$ cat src/rtl/ps2_pkg.sv
// Shared PS/2 definitions: transmitter states, frame size, common command bytes
// and the odd-parity helper used when framing a host command.
package ps2_pkg;

  typedef enum logic [2:0] {
    IDLE,
    INHIBIT,
    REQ,
    DATA,
    ACK,
    WAIT_IDLE
  } ps2_state_e;

  localparam int PS2_FRAME_BITS = 11;

  localparam logic [7:0] PS2_CMD_SET_LEDS = 8'hED;
  localparam logic [7:0] PS2_CMD_RESET    = 8'hFF;
  localparam logic [7:0] PS2_RESP_ACK     = 8'hFA;

  function automatic logic odd_parity(input logic [7:0] b);
    return ~^b;
  endfunction

endpackage

$ cat src/rtl/ps2_sync.sv
// Two-flop synchronizer for one open-drain PS/2 line plus a falling-edge strobe.
// Flops reset to 1 because an idle, released line is pulled high.
module ps2_sync (
  input  logic clk,
  input  logic rst,
  input  logic line_in,
  output logic line_sync,
  output logic fall
);

  logic meta_q, meta_d;
  logic sync_q, sync_d;
  logic prev_q, prev_d;

  always_comb begin
    meta_d = line_in;
    sync_d = meta_q;
    prev_d = sync_q;
  end

  always_ff @(posedge clk) begin
    if (!rst) begin
      meta_q <= 1'b1;
      sync_q <= 1'b1;
      prev_q <= 1'b1;
    end else begin
      meta_q <= meta_d;
      sync_q <= sync_d;
      prev_q <= prev_d;
    end
  end

  assign line_sync = sync_q;
  assign fall      = prev_q & ~sync_q;

endmodule

$ cat src/rtl/ps2_host_tx.sv
// Host-to-device PS/2 transmitter: inhibit, request-to-send, clock out 8 data
// bits + odd parity + stop on device falling edges, then check the device ack.
module ps2_host_tx
  import ps2_pkg::*;
#(
  parameter int INHIBIT_CYCLES = 5000,
  parameter int TIMEOUT_CYCLES = 750000
) (
  input  logic       clk,
  input  logic       rst,
  input  logic       ps2_clk,
  input  logic       ps2_data,
  input  logic       tx_valid,
  input  logic [7:0] tx_data,
  output logic       tx_ready,
  output logic       ps2_clk_drive_low,
  output logic       ps2_data_drive_low,
  output logic       busy,
  output logic       tx_done,
  output logic       tx_ack_err,
  output logic       tx_timeout
);

  localparam int INH_W  = $clog2(INHIBIT_CYCLES + 1);
  localparam int WDOG_W = $clog2(TIMEOUT_CYCLES + 1);

  logic clk_sync, clk_fall, data_sync, data_fall_unused;

  ps2_sync u_sync_clk (
    .clk      (clk),
    .rst      (rst),
    .line_in  (ps2_clk),
    .line_sync(clk_sync),
    .fall     (clk_fall)
  );

  ps2_sync u_sync_data (
    .clk      (clk),
    .rst      (rst),
    .line_in  (ps2_data),
    .line_sync(data_sync),
    .fall     (data_fall_unused)
  );

  ps2_state_e        state_q, state_d;
  logic [INH_W-1:0]  inh_q, inh_d;
  logic [WDOG_W-1:0] wdog_q, wdog_d;
  logic [3:0]        bit_cnt_q, bit_cnt_d;
  logic [8:0]        frame_q, frame_d;
  logic              ack_err_q, ack_err_d;
  logic              clk_drv_q, clk_drv_d;
  logic              data_drv_q, data_drv_d;
  logic              done_q, done_d;
  logic              err_q, err_d;
  logic              to_q, to_d;
  logic              counting;

  always_comb begin
    state_d    = state_q;
    inh_d      = inh_q;
    bit_cnt_d  = bit_cnt_q;
    frame_d    = frame_q;
    ack_err_d  = ack_err_q;
    clk_drv_d  = clk_drv_q;
    data_drv_d = data_drv_q;
    done_d     = 1'b0;
    err_d      = 1'b0;
    to_d       = 1'b0;
    counting   = state_q inside {REQ, DATA, ACK, WAIT_IDLE};

    case (state_q)
      IDLE: begin
        if (tx_valid) begin
          frame_d   = {odd_parity(tx_data), tx_data};
          inh_d     = '0;
          clk_drv_d = 1'b1;
          state_d   = INHIBIT;
        end
      end
      INHIBIT: begin
        if (inh_q == INH_W'(INHIBIT_CYCLES - 1)) begin
          clk_drv_d  = 1'b0;
          data_drv_d = 1'b1;
          bit_cnt_d  = '0;
          state_d    = REQ;
        end else begin
          inh_d = inh_q + INH_W'(1);
        end
      end
      REQ: begin
        if (clk_fall) begin
          data_drv_d = ~frame_q[0];
          frame_d    = {1'b0, frame_q[8:1]};
          bit_cnt_d  = 4'd1;
          state_d    = DATA;
        end
      end
      DATA: begin
        // Nine falls already consumed data+parity; the tenth releases for stop.
        if (clk_fall) begin
          if (bit_cnt_q == 4'd9) begin
            data_drv_d = 1'b0;
            state_d    = ACK;
          end else begin
            data_drv_d = ~frame_q[0];
            frame_d    = {1'b0, frame_q[8:1]};
            bit_cnt_d  = bit_cnt_q + 4'd1;
          end
        end
      end
      ACK: begin
        if (clk_fall) begin
          ack_err_d = data_sync;
          state_d   = WAIT_IDLE;
        end
      end
      WAIT_IDLE: begin
        // Outcome pulse is issued first; IDLE (and tx_ready) follows a cycle later.
        if (done_q || err_q) begin
          state_d = IDLE;
        end else if (clk_sync && data_sync) begin
          done_d = ~ack_err_q;
          err_d  = ack_err_q;
        end
      end
      default: state_d = IDLE;
    endcase

    if (counting && wdog_q == WDOG_W'(TIMEOUT_CYCLES - 1) &&
        !done_d && !err_d && !done_q && !err_q) begin
      clk_drv_d  = 1'b0;
      data_drv_d = 1'b0;
      to_d       = 1'b1;
      state_d    = IDLE;
    end

    if (clk_fall || state_d != state_q || !counting) begin
      wdog_d = '0;
    end else begin
      wdog_d = wdog_q + WDOG_W'(1);
    end
  end

  always_ff @(posedge clk) begin
    if (!rst) begin
      state_q    <= IDLE;
      inh_q      <= '0;
      wdog_q     <= '0;
      bit_cnt_q  <= '0;
      frame_q    <= '0;
      ack_err_q  <= 1'b0;
      clk_drv_q  <= 1'b0;
      data_drv_q <= 1'b0;
      done_q     <= 1'b0;
      err_q      <= 1'b0;
      to_q       <= 1'b0;
    end else begin
      state_q    <= state_d;
      inh_q      <= inh_d;
      wdog_q     <= wdog_d;
      bit_cnt_q  <= bit_cnt_d;
      frame_q    <= frame_d;
      ack_err_q  <= ack_err_d;
      clk_drv_q  <= clk_drv_d;
      data_drv_q <= data_drv_d;
      done_q     <= done_d;
      err_q      <= err_d;
      to_q       <= to_d;
    end
  end

  assign tx_ready           = (state_q == IDLE);
  assign busy               = (state_q != IDLE);
  assign ps2_clk_drive_low  = clk_drv_q;
  assign ps2_data_drive_low = data_drv_q;
  assign tx_done            = done_q;
  assign tx_ack_err         = err_q;
  assign tx_timeout         = to_q;

endmodule

$ cat config.mk
export PLATFORM = sky130hd
export DESIGN_NAME = ps2_host_tx
export DESIGN_NICKNAME = d
export VERILOG_FILES = /design/src/rtl/ps2_pkg.sv /design/src/rtl/ps2_sync.sv /design/src/rtl/ps2_host_tx.sv
export SDC_FILE = /design/constraint.sdc
export NUM_CORES = 1
export LEC_CHECK = 0
export ABC_CLOCK_PERIOD_IN_PS = 4300
export BUFFER_PORTS_ARGS = -buffer_cell sky130_fd_sc_hd__buf_2
export CAP_MARGIN = 20
export CORE_AREA = 4 4 74 76
export DETAILED_ROUTE_END_ITERATION = 8
export DIE_AREA = 0 0 78 80
export HOLD_SLACK_MARGIN = 0.05
export PLACE_DENSITY = 0.92
export SETUP_SLACK_MARGIN = 0.5
export SLEW_MARGIN = 15
export SYNTH_ARGS = -nofsm -noshare
export SYNTH_HDL_FRONTEND = slang
export SYNTH_SLANG_ARGS = --single-unit
$ cat constraint.sdc
create_clock -name clk -period 4.3 [get_ports clk]
set_clock_uncertainty 0.2 [all_clocks]
set_input_delay 0.215 -clock clk [delete_from_list [all_inputs] [get_ports clk]]
set_output_delay 0.215 -clock clk [all_outputs]
set_load 0.01 [all_outputs]
==> metrics, run 1 <==
sequential share of the synthesized area 39.95%; Hold Path Stages 2; beginning of the worst hold path rst; Synth Warn # 0; layout cell share with drive strength beyond 1 20.34%; hold worst-path end u_sync_data.line_sync; async set-reset flop share out of synthesis 0%; Most used DFF post-synth dfxtp_1; Synth area leaders dfxtp_1 (40%), xnor2_1 (6.4%), nor2_2 (4.2%), xor2_1 (4.1%), nand2_1 (3.1%); placed instance count 404; Max Slew Vio Count 0; post-route cell area 3343 um2; multi-input combinational cell area 1729 um2; first-pass GRT wire length 10.47 mm; most numerous cell in the Yosys netlist dfxtp_1; GPL Wtd Cong 0.8382; Netlist cell types 52; antenna-violating nets left 0; setup TNS 0 ns; final std cells w/o fill 421; antenna cell count 0; met2 GRT Util 36.99%; f_max 335.4 MHz; GRT Util Overall 20.97%; Largest stage delay, worst path 0.53 ns; Vias 2360; Yosys reg bits 60; GR Overflow Total 0; initial antenna violation count 0; Worst R2R Path Depth 9; syn_nets 344; Core Box Area 4723 um2; # IOs 20; Synth area leader dfxtp_1; CP Capture Type flop; Setup WS pre-CTS 1.355 ns; Reg area 1201 um2; gr busiest metal met2; GRT met1 Usage 23.62%; worst r2r src state_q[2]; VDD IR max 302.9 uV; overall power 1.101 mW; met3 usage 4.176%; Die Ht 80 um; final setup violating endpoints 0; worst-margin pin slew 0.7499 ns; Max H-tree Level 3; CP Class flop to flop; clk buf depth 2; Worst Path Max Fanout 20; run status complete, no violations; CP required 4.32 ns; Critical Path AT 3.00 ns; post-route DRC violation count 0; Final period util 69.34%; PortBufs 19; RSZ-0062 raised after global routing no; worst path bufs/invs 2; synth-to-layout area growth 11.19%; Pleak 1.203 nW; latest clock arrival within the worst-skew pair 0.34 ns; DR pass1 iterations 4; CTS buffer count 9; Largest delay share family, worst path compound AO/OA/AOI/OAI gates; Placed Area 3147 um2; Max-Cap Viols 0; total wire length 5.966 mm; Final Hold Viols 0; Post-synth EDFFs 0; die width 78 um; DR iter-0 viols 170; Vias per Instance 5.606; Final WS setup 1.318 ns; worst-path cell chain clkinv_1 -> ha_1 -> nor4bb_1 -> nand2_1 -> o41ai_4 -> nor3_1 -> o2111ai_2 -> buf_4 -> nor2_2; min-delay worst type primary input to flop; R2R Setup Slk 1.32 ns; die area 6240 um2; Worst Setup Start Kind flop; Worst-path clk slew 0.06 ns; Post-DP HPWL 4.092 mm; Tmin final 2.982 ns; Std-Cell Rows 25; cells after synthesis 325; Rel. slew slack 49.55%; reg2reg end wdog_q[11]; post-synth top area share 39.95%; largest net degree at the start of global routing 29; Initial Util 63.66%; vias in the first global route 2410; Commonest cells post-synth dfxtp_1 (60), nand2_1 (25), nor2_1 (24), xnor2_1 (22), nor2_2 (20); Fillers 348; CTS tree done; Post-Synthesis Cell Area 3007 um2; clk sinks 60; Final #Nets 369; CTS root buf clkbuf_8; detailed-route wire length per cell 14.17 um; Avg Inst Size Synth 9.251 um2; Post-CTS Setup Repair Bufs 0; Slowest cell on crit path o41ai_4; pwr dens 329.2 nW/um2
cell type report:
type | instances | share of cell area [%]
Inverter | 8 | 0.8982
Timing Repair Buffer | 22 | 3.668
Clock inverter | 4 | 0.7485
Sequential cell | 60 | 35.93
Clock buffer | 11 | 4.528
Multi-Input combinational cell | 249 | 51.72
Tap cell | 67 | 2.507
how the worst max path moves through the flow:
stage	startpoint	end	slack [ns]	depth (start not counted)
4_1_cts	state_q[2]	wdog_q[17]	1.33	9
6_report	state_q[2]	wdog_q[11]	1.32	9
3_5_place_dp	state_q[2]	wdog_q[10]	1.35	9
5_1_grt	state_q[2]	wdog_q[12]	1.06	9
3_3_place_gp	state_q[2]	wdog_q[13]	1.49	9
2_1_floorplan	state_q[2]	wdog_q[15]	1.74	9
report_power, final:
group          total, mW  internal, mW  switching [mW]
registers          0.575         0.567         0.00860
clock network      0.448         0.235           0.214
logic             0.0767        0.0377          0.0390
total               1.10         0.839           0.261
repair_timing:
action / in CTS / in global routing
hold endpoints to repair: 2 / 0
resized for setup: 0 / 0
hold buffers: 2 / 0
through the flow:
step	hold WS, ns	util (%)
2_1_floorplan	0.08804	-
3_3_place_gp	0.1909	66.62
3_5_place_dp	0.1944	66.62
4_1_cts	0.07687	70.78
5_1_grt	0.1065	70.78
6_report	0.08182	70.78
layer usage:
metal / wire length, um / vias to the layer above
met2: 3055 / 61
met5: 0 / -
met4: 129 / 0
met3: 283 / 17
met1: 2499 / 1104
li1: - / 1178
state kept, by name, summed over array words and instances, names as in the netlist, 3 cells and up:
signal	count
bit_cnt_q	4
frame_q	9
inh_q	13
state_q	3
wdog_q	20
layout by cell type (no fill, tap or decap), drive strengths merged, types with 8 or more instances in the layout:
cell and count:
nand2b 9, clkbuf 11, nor2b 12, a21oi 11, nand2 25, buf 20
nor2 45, nand3 13, mux2 8, nor3 9, xor2 14, nor3b 8
xnor2 22, mux2i 9, dfxtp 60
kinds of logic after synthesis:
kind of cell | Yosys count | synth area share [%]
multiplexers | 17 | 5.993
AND/OR/NAND/NOR | 154 | 29.09
buffers and inverters | 16 | 2.538
XOR/XNOR | 36 | 10.49
AO/OA/AOI/OAI | 36 | 9.447
flip-flops | 60 | 39.95
adder cells (fa/ha/maj) | 6 | 2.497
(Power assumes the default switching activity.)
==> inputs of run 2 (changes only) <==
- ABC_CLOCK_PERIOD_IN_PS: 4300 -> 2850
- CORE_AREA: 4 4 74 76 -> 4 4 76 78
- DIE_AREA: 0 0 78 80 -> 0 0 80 82
- PLACE_DENSITY: 0.92 -> 0.88
- clock period: 4.3 -> 2.85 ns (I/O delays scaled with it)
==> run 2 against run 1 <==
Compared with the run above:
- largest cell class unchanged
- first-iteration DRC count rose by 18%
- total power rose by 68%
- sequential share of layout area fell by 5.4 points
- die area rose by 5.1%
==> metrics, run 2 (synthesis gave the netlist of run 1 again) <==
Std-Cell Rows 26; Core Box Area 5075 um2; initial antenna violation count 0; vias in the first global route 2621; Max-Cap Viols 0; first-pass GRT wire length 12.22 mm; Tmin final 2.582 ns; layout cell share with drive strength beyond 1 29.85%; worst-margin pin slew 0.5544 ns; Final period util 90.59%; latest clock arrival within the worst-skew pair 0.34 ns; overall power 1.854 mW; GPL Wtd Cong 0.8721; total wire length 7.666 mm; max reg flops 20; Initial Util 59.25%; antenna cell count 0; clk sinks 60; CTS buffer count 9; most common cell after layout, fill and taps aside dfxtp_1; DR iter-0 viols 200; clk buf depth 2; Reg with most FFs wdog_q; min-delay worst type primary input to flop; post-route DRC violation count 0; Max H-tree Level 3; PortBufs 19; Final #Nets 406; CTS root buf clkbuf_8; GR Overflow Total 0; detailed-route wire length per cell 16.59 um; Vias per Instance 5.710; GRT Util Overall 24.16%; CP Class flop to flop; biggest regs wdog_q (20), inh_q (13), frame_q (9); CP Capture Type flop; run status complete, no violations; Rel. slew slack 62.70%; f_max 387.3 MHz; commonest cells after routing, fill and taps aside dfxtp_1 (54), nand2_1 (25), nor2_1 (24); Max Slew Vio Count 0; Vias 2638; Hold Slack 0.2147 ns; Largest delay share family, worst path compound AO/OA/AOI/OAI gates; final std cells w/o fill 462; worst-path cell chain clkinv_4 -> ha_4 -> nor4bb_1 -> nand2_1 -> o41ai_4 -> buf_4 -> o21a_1 -> o2111ai_4 -> buf_6 -> buf_16 -> nor2_4; Worst Path Max Fanout 5; Final Hold Viols 0; die width 80 um; pwr dens 465.6 nW/um2; Worst-path clk slew 0.07 ns; # IOs 20; antenna-violating nets left 0; Largest stage delay, worst path 0.38 ns; final setup violating endpoints 0; synth-to-layout area growth 32.42%; Die Ht 82 um; largest net degree at the start of global routing 28; worst path bufs/invs 4; Pleak 1.408 nW; placed instance count 412; die area 6560 um2; CTS tree done; DR pass1 iterations 4; Critical Path AT 2.66 ns; RSZ-0062 raised after global routing yes; VDD IR max 304.1 uV; CP required 2.93 ns; setup TNS 0 ns; Post-DP HPWL 4.038 mm; Worst Setup Start Kind flop; Slowest cell on crit path dfxtp_4
## run 2: changes by cell type in the layout (fill, tap and decap cells not counted), sizes merged
cell	previous run	this run
clkbuf	11	13
buf	20	45
clkinvlp	2	1
clkinv	3	2
dlygate4sd3	2	13
bufinv	0	2
## run 2: report_power, final
part	switching (mW)	leakage (nW)	internal, mW
clock network	0.330	0.107	0.515
registers	0.0103	0.490	0.854
logic	0.0725	0.811	0.0720
## run 2: worst paths after layout
check / start / end / slack, ns / depth (start not counted)
worst min register to register: u_sync_clk.meta_q / u_sync_clk.line_sync / 0.22 / 1
worst max register to register: state_q[2] / wdog_q[16] / 0.27 / 11
worst max-delay path: state_q[2] / wdog_q[16] / 0.27 / 11
worst min-delay path: tx_valid / ps2_clk_drive_low / 0.21 / 4
## run 2: final cells by class
| type | instances | area (um2) |
|---|---|---|
| tap | 70 | 87.58 |
| clock inverter | 4 | 72.57 |
| fill | 299 | 1094 |
| sequential | 60 | 1214 |
| multi-input combinational | 249 | 1918 |
| clock buffer | 12 | 145.1 |
| timing repair buffer | 59 | 509.2 |
| inverter | 8 | 35.03 |
## run 2: layer usage
| layer | share of wire [%] | GRT usage (%) |
|---|---|---|
| met4 | 3.3 | 12.84 |
| met2 | 54 | 43.46 |
| met1 | 39 | 26.69 |
| met5 | 0 | 0 |
| met3 | 3.8 | 5.044 |
## run 2: what timing repair did
item,4_1_cts,5_1_grt
gates cloned,3,0
resized for setup,19,31
buffers inserted,15,3
endpoints found under the setup margin,24,30
pin swaps,16,9
hold endpoints to repair,13,0
hold buffers,13,0
## run 2: stage by stage
| step | util [%] | worst slack [ns] | cell area [um2] |
|---|---|---|---|
| 2_1_floorplan | - | 0.5241 | 3009 |
| 3_3_place_gp | 63.12 | 0.3834 | 3203 |
| 3_5_place_dp | 63.12 | 0.2594 | 3203 |
| 4_1_cts | 75.44 | 0.2952 | 3829 |
| 5_1_grt | 78.45 | 0.1947 | 3981 |
| 6_report | 78.45 | 0.2683 | 3981 |
## run 2: tightest hold or removal path: stages
cell	delay, ns
buf_2	0.11
and2_2	0.25
a21oi_1	0.14
nor3b_1	0.06
==> inputs of run 3 (changes only) <==
- ABC_CLOCK_PERIOD_IN_PS: 2850 -> 2300
- CORE_AREA: 4 4 76 78 -> 4 4 80 82
- DIE_AREA: 0 0 80 82 -> 0 0 84 86
- PLACE_DENSITY: 0.88 -> 0.84
- clock period: 2.85 -> 2.3 ns (I/O delays scaled with it)
==> run 3 against run 2 <==
Compared with the run above:
- the run now ends with setup timing left
- clock power up 10%
- largest cell class unchanged
- via count rose by 6.8%
- cell count is 8.7% higher
- utilization is 1.9 points lower
- maximum frequency up 5.4%
- register-to-register slack got worse by 0.42 ns
- sequential share of layout area decreased by 2.8 points
- sequential power grew 25%
- hold slack lost 0.097 ns
==> metrics, run 3 (synthesis gave the netlist of run 1 again) <==
latest clock arrival within the worst-skew pair 0.36 ns; post-route DRC violation count 0; setup TNS -3.184 ns; worst r2r src inh_q[1]; Initial Util 52.33%; placed instance count 447; Final Hold Viols 0; GR Overflow Total 0; vias in the first global route 2793; worst-path cell chain ha_4 -> nand4_1 -> buf_4 -> o31a_4 -> buf_12 -> o2111ai_4 -> nor3_2 -> xnor2_1 -> nor2_1; Critical Path AT 2.48 ns; Rel. slew slack 63.43%; GPL Wtd Cong 0.8908; R2R Setup Slk -0.15 ns; M1 WL 3.696 mm; DR iter-0 viols 279; Slowest cell on crit path o31a_4; highest metal used met4; Placed Area 3520 um2; clk sinks 60; CP required 2.33 ns; Vias per Instance 5.612; f_max 408.1 MHz; final core utilization 76.59%; post-route cell area 4400 um2; die width 84 um; Tmin final 2.450 ns; Clock Power Share 41.0%; Internal Power 1.697 mW; final setup violating endpoints 32; final std cells w/o fill 502; Worst R2R Path Depth 9; Flop pwr share 47.3%; CTS root buf clkbuf_8; Die Ht 86 um; pwr dens 516.6 nW/um2; initial antenna violation count 0; clk buf depth 2; Max Slew Vio Count 0; layout cell share with drive strength beyond 1 44.96%; biggest regs wdog_q (20), inh_q (13), frame_q (9); Comb pwr share 11.7%; Post-DP HPWL 4.548 mm; Final WS setup -0.1502 ns; Hold Path Stages 4; antenna cell count 0; Max H-tree Level 3; Vias 2817; most common cell after layout, fill and taps aside dfxtp_1; Setup WS pre-CTS -0.06152 ns; detailed-route wire length per cell 18.09 um; PortBufs 19; Worst Setup Start Kind flop; # IOs 20; met2 wire length 4.684 mm; overall power 2.273 mW; Final period util 106.5%; Std-Cell Rows 28; Sw Share 25.35%; synth-to-layout area growth 46.36%; CP Class flop to flop; Worst-path clk slew 0.08 ns; Largest stage delay, worst path 0.38 ns; commonest cells after routing, fill and taps aside dfxtp_1 (48), buf_4 (43), nand2_1 (22); DR pass1 iterations 4; Core Box Area 5746 um2; violated checks setup timing; Reg with most FFs wdog_q; sw power 0.5763 mW; run status finished, violations left; worst-margin pin slew 0.5435 ns; met3 routed WL 440 um; crit path from inh_q[1]; first-pass GRT wire length 13.26 mm; beginning of the worst hold path tx_valid; CTS tree done; antenna-violating nets left 0; Worst Path Max Fanout 7; min-delay worst type primary input to flop; Max-Cap Viols 0; Hold Slack 0.1175 ns; die area 7224 um2; VDD IR max 364.3 uV; hold worst-path end ps2_clk_drive_low; max reg flops 20; GRT Util Overall 22.94%; CP Capture Type flop; Pleak 1.657 nW; total wire length 9.080 mm; RSZ-0062 raised after global routing yes; CTS buffer count 9; largest net degree at the start of global routing 28; reg2reg end inh_q[11]; Final #Nets 441
[run 3: changes by cell type in the layout (fill, tap and decap cells not counted), sizes merged]
cell	before	now
bufinv	2	1
buf	45	81
dlygate4sd3	13	12
clkbuf	13	12
clkinv	2	4
[run 3: layout make-up]
cell class / instances / area, um2
inverter: 8 / 35.03
fill: 331 / 1345
clock inverter: 5 / 52.55
clock buffer: 11 / 131.4
multi-input combinational: 249 / 2062
timing repair buffer: 94 / 807.0
tap: 75 / 93.84
sequential: 60 / 1219
[run 3: what timing repair did]
item,in CTS,in global routing
endpoints found under the hold margin,13,0
hold buffers,12,0
cloned,1,2
endpoints found under the setup margin,53,53
pin swaps,21,22
gates resized for setup,41,37
buffers inserted,10,14
[run 3: power groups by stage]
stage	registers [mW]	logic, mW	clock network [mW]
2_1_floorplan	1.09	0.112	0
3_3_place_gp	1.09	0.160	0
3_5_place_dp	1.09	0.165	0
4_1_cts	1.07	0.222	0.914
5_1_grt	1.08	0.279	0.988
6_report	1.08	0.266	0.932
[run 3: critical path: cells and delay by family (launching register included)]
kind | cells | cell delay (ns)
buf+inv | 2 | 0.35
flops | 1 | 0.36
simple gates | 3 | 0.36
compound gates | 2 | 0.70
fa+ha+maj | 1 | 0.16
xor+xnor | 1 | 0.20
[run 3: worst max path at each step]
stage               slack [ns]      endpoint
finish                   -0.15     inh_q[11]
global route             -0.23     inh_q[11]
CTS                      -0.03     inh_q[11]
detailed placement       -0.06     wdog_q[2]
global placement        -0.007  bit_cnt_q[3]
floorplan                 0.03    wdog_q[11]
[run 3: metal layers]
metal / GRT usage (%) / up-vias
met5: 0 / -
met4: 10.38 / 0
met3: 4.515 / 30
met2: 40.13 / 91
met1: 27.27 / 1368
li1: - / 1328
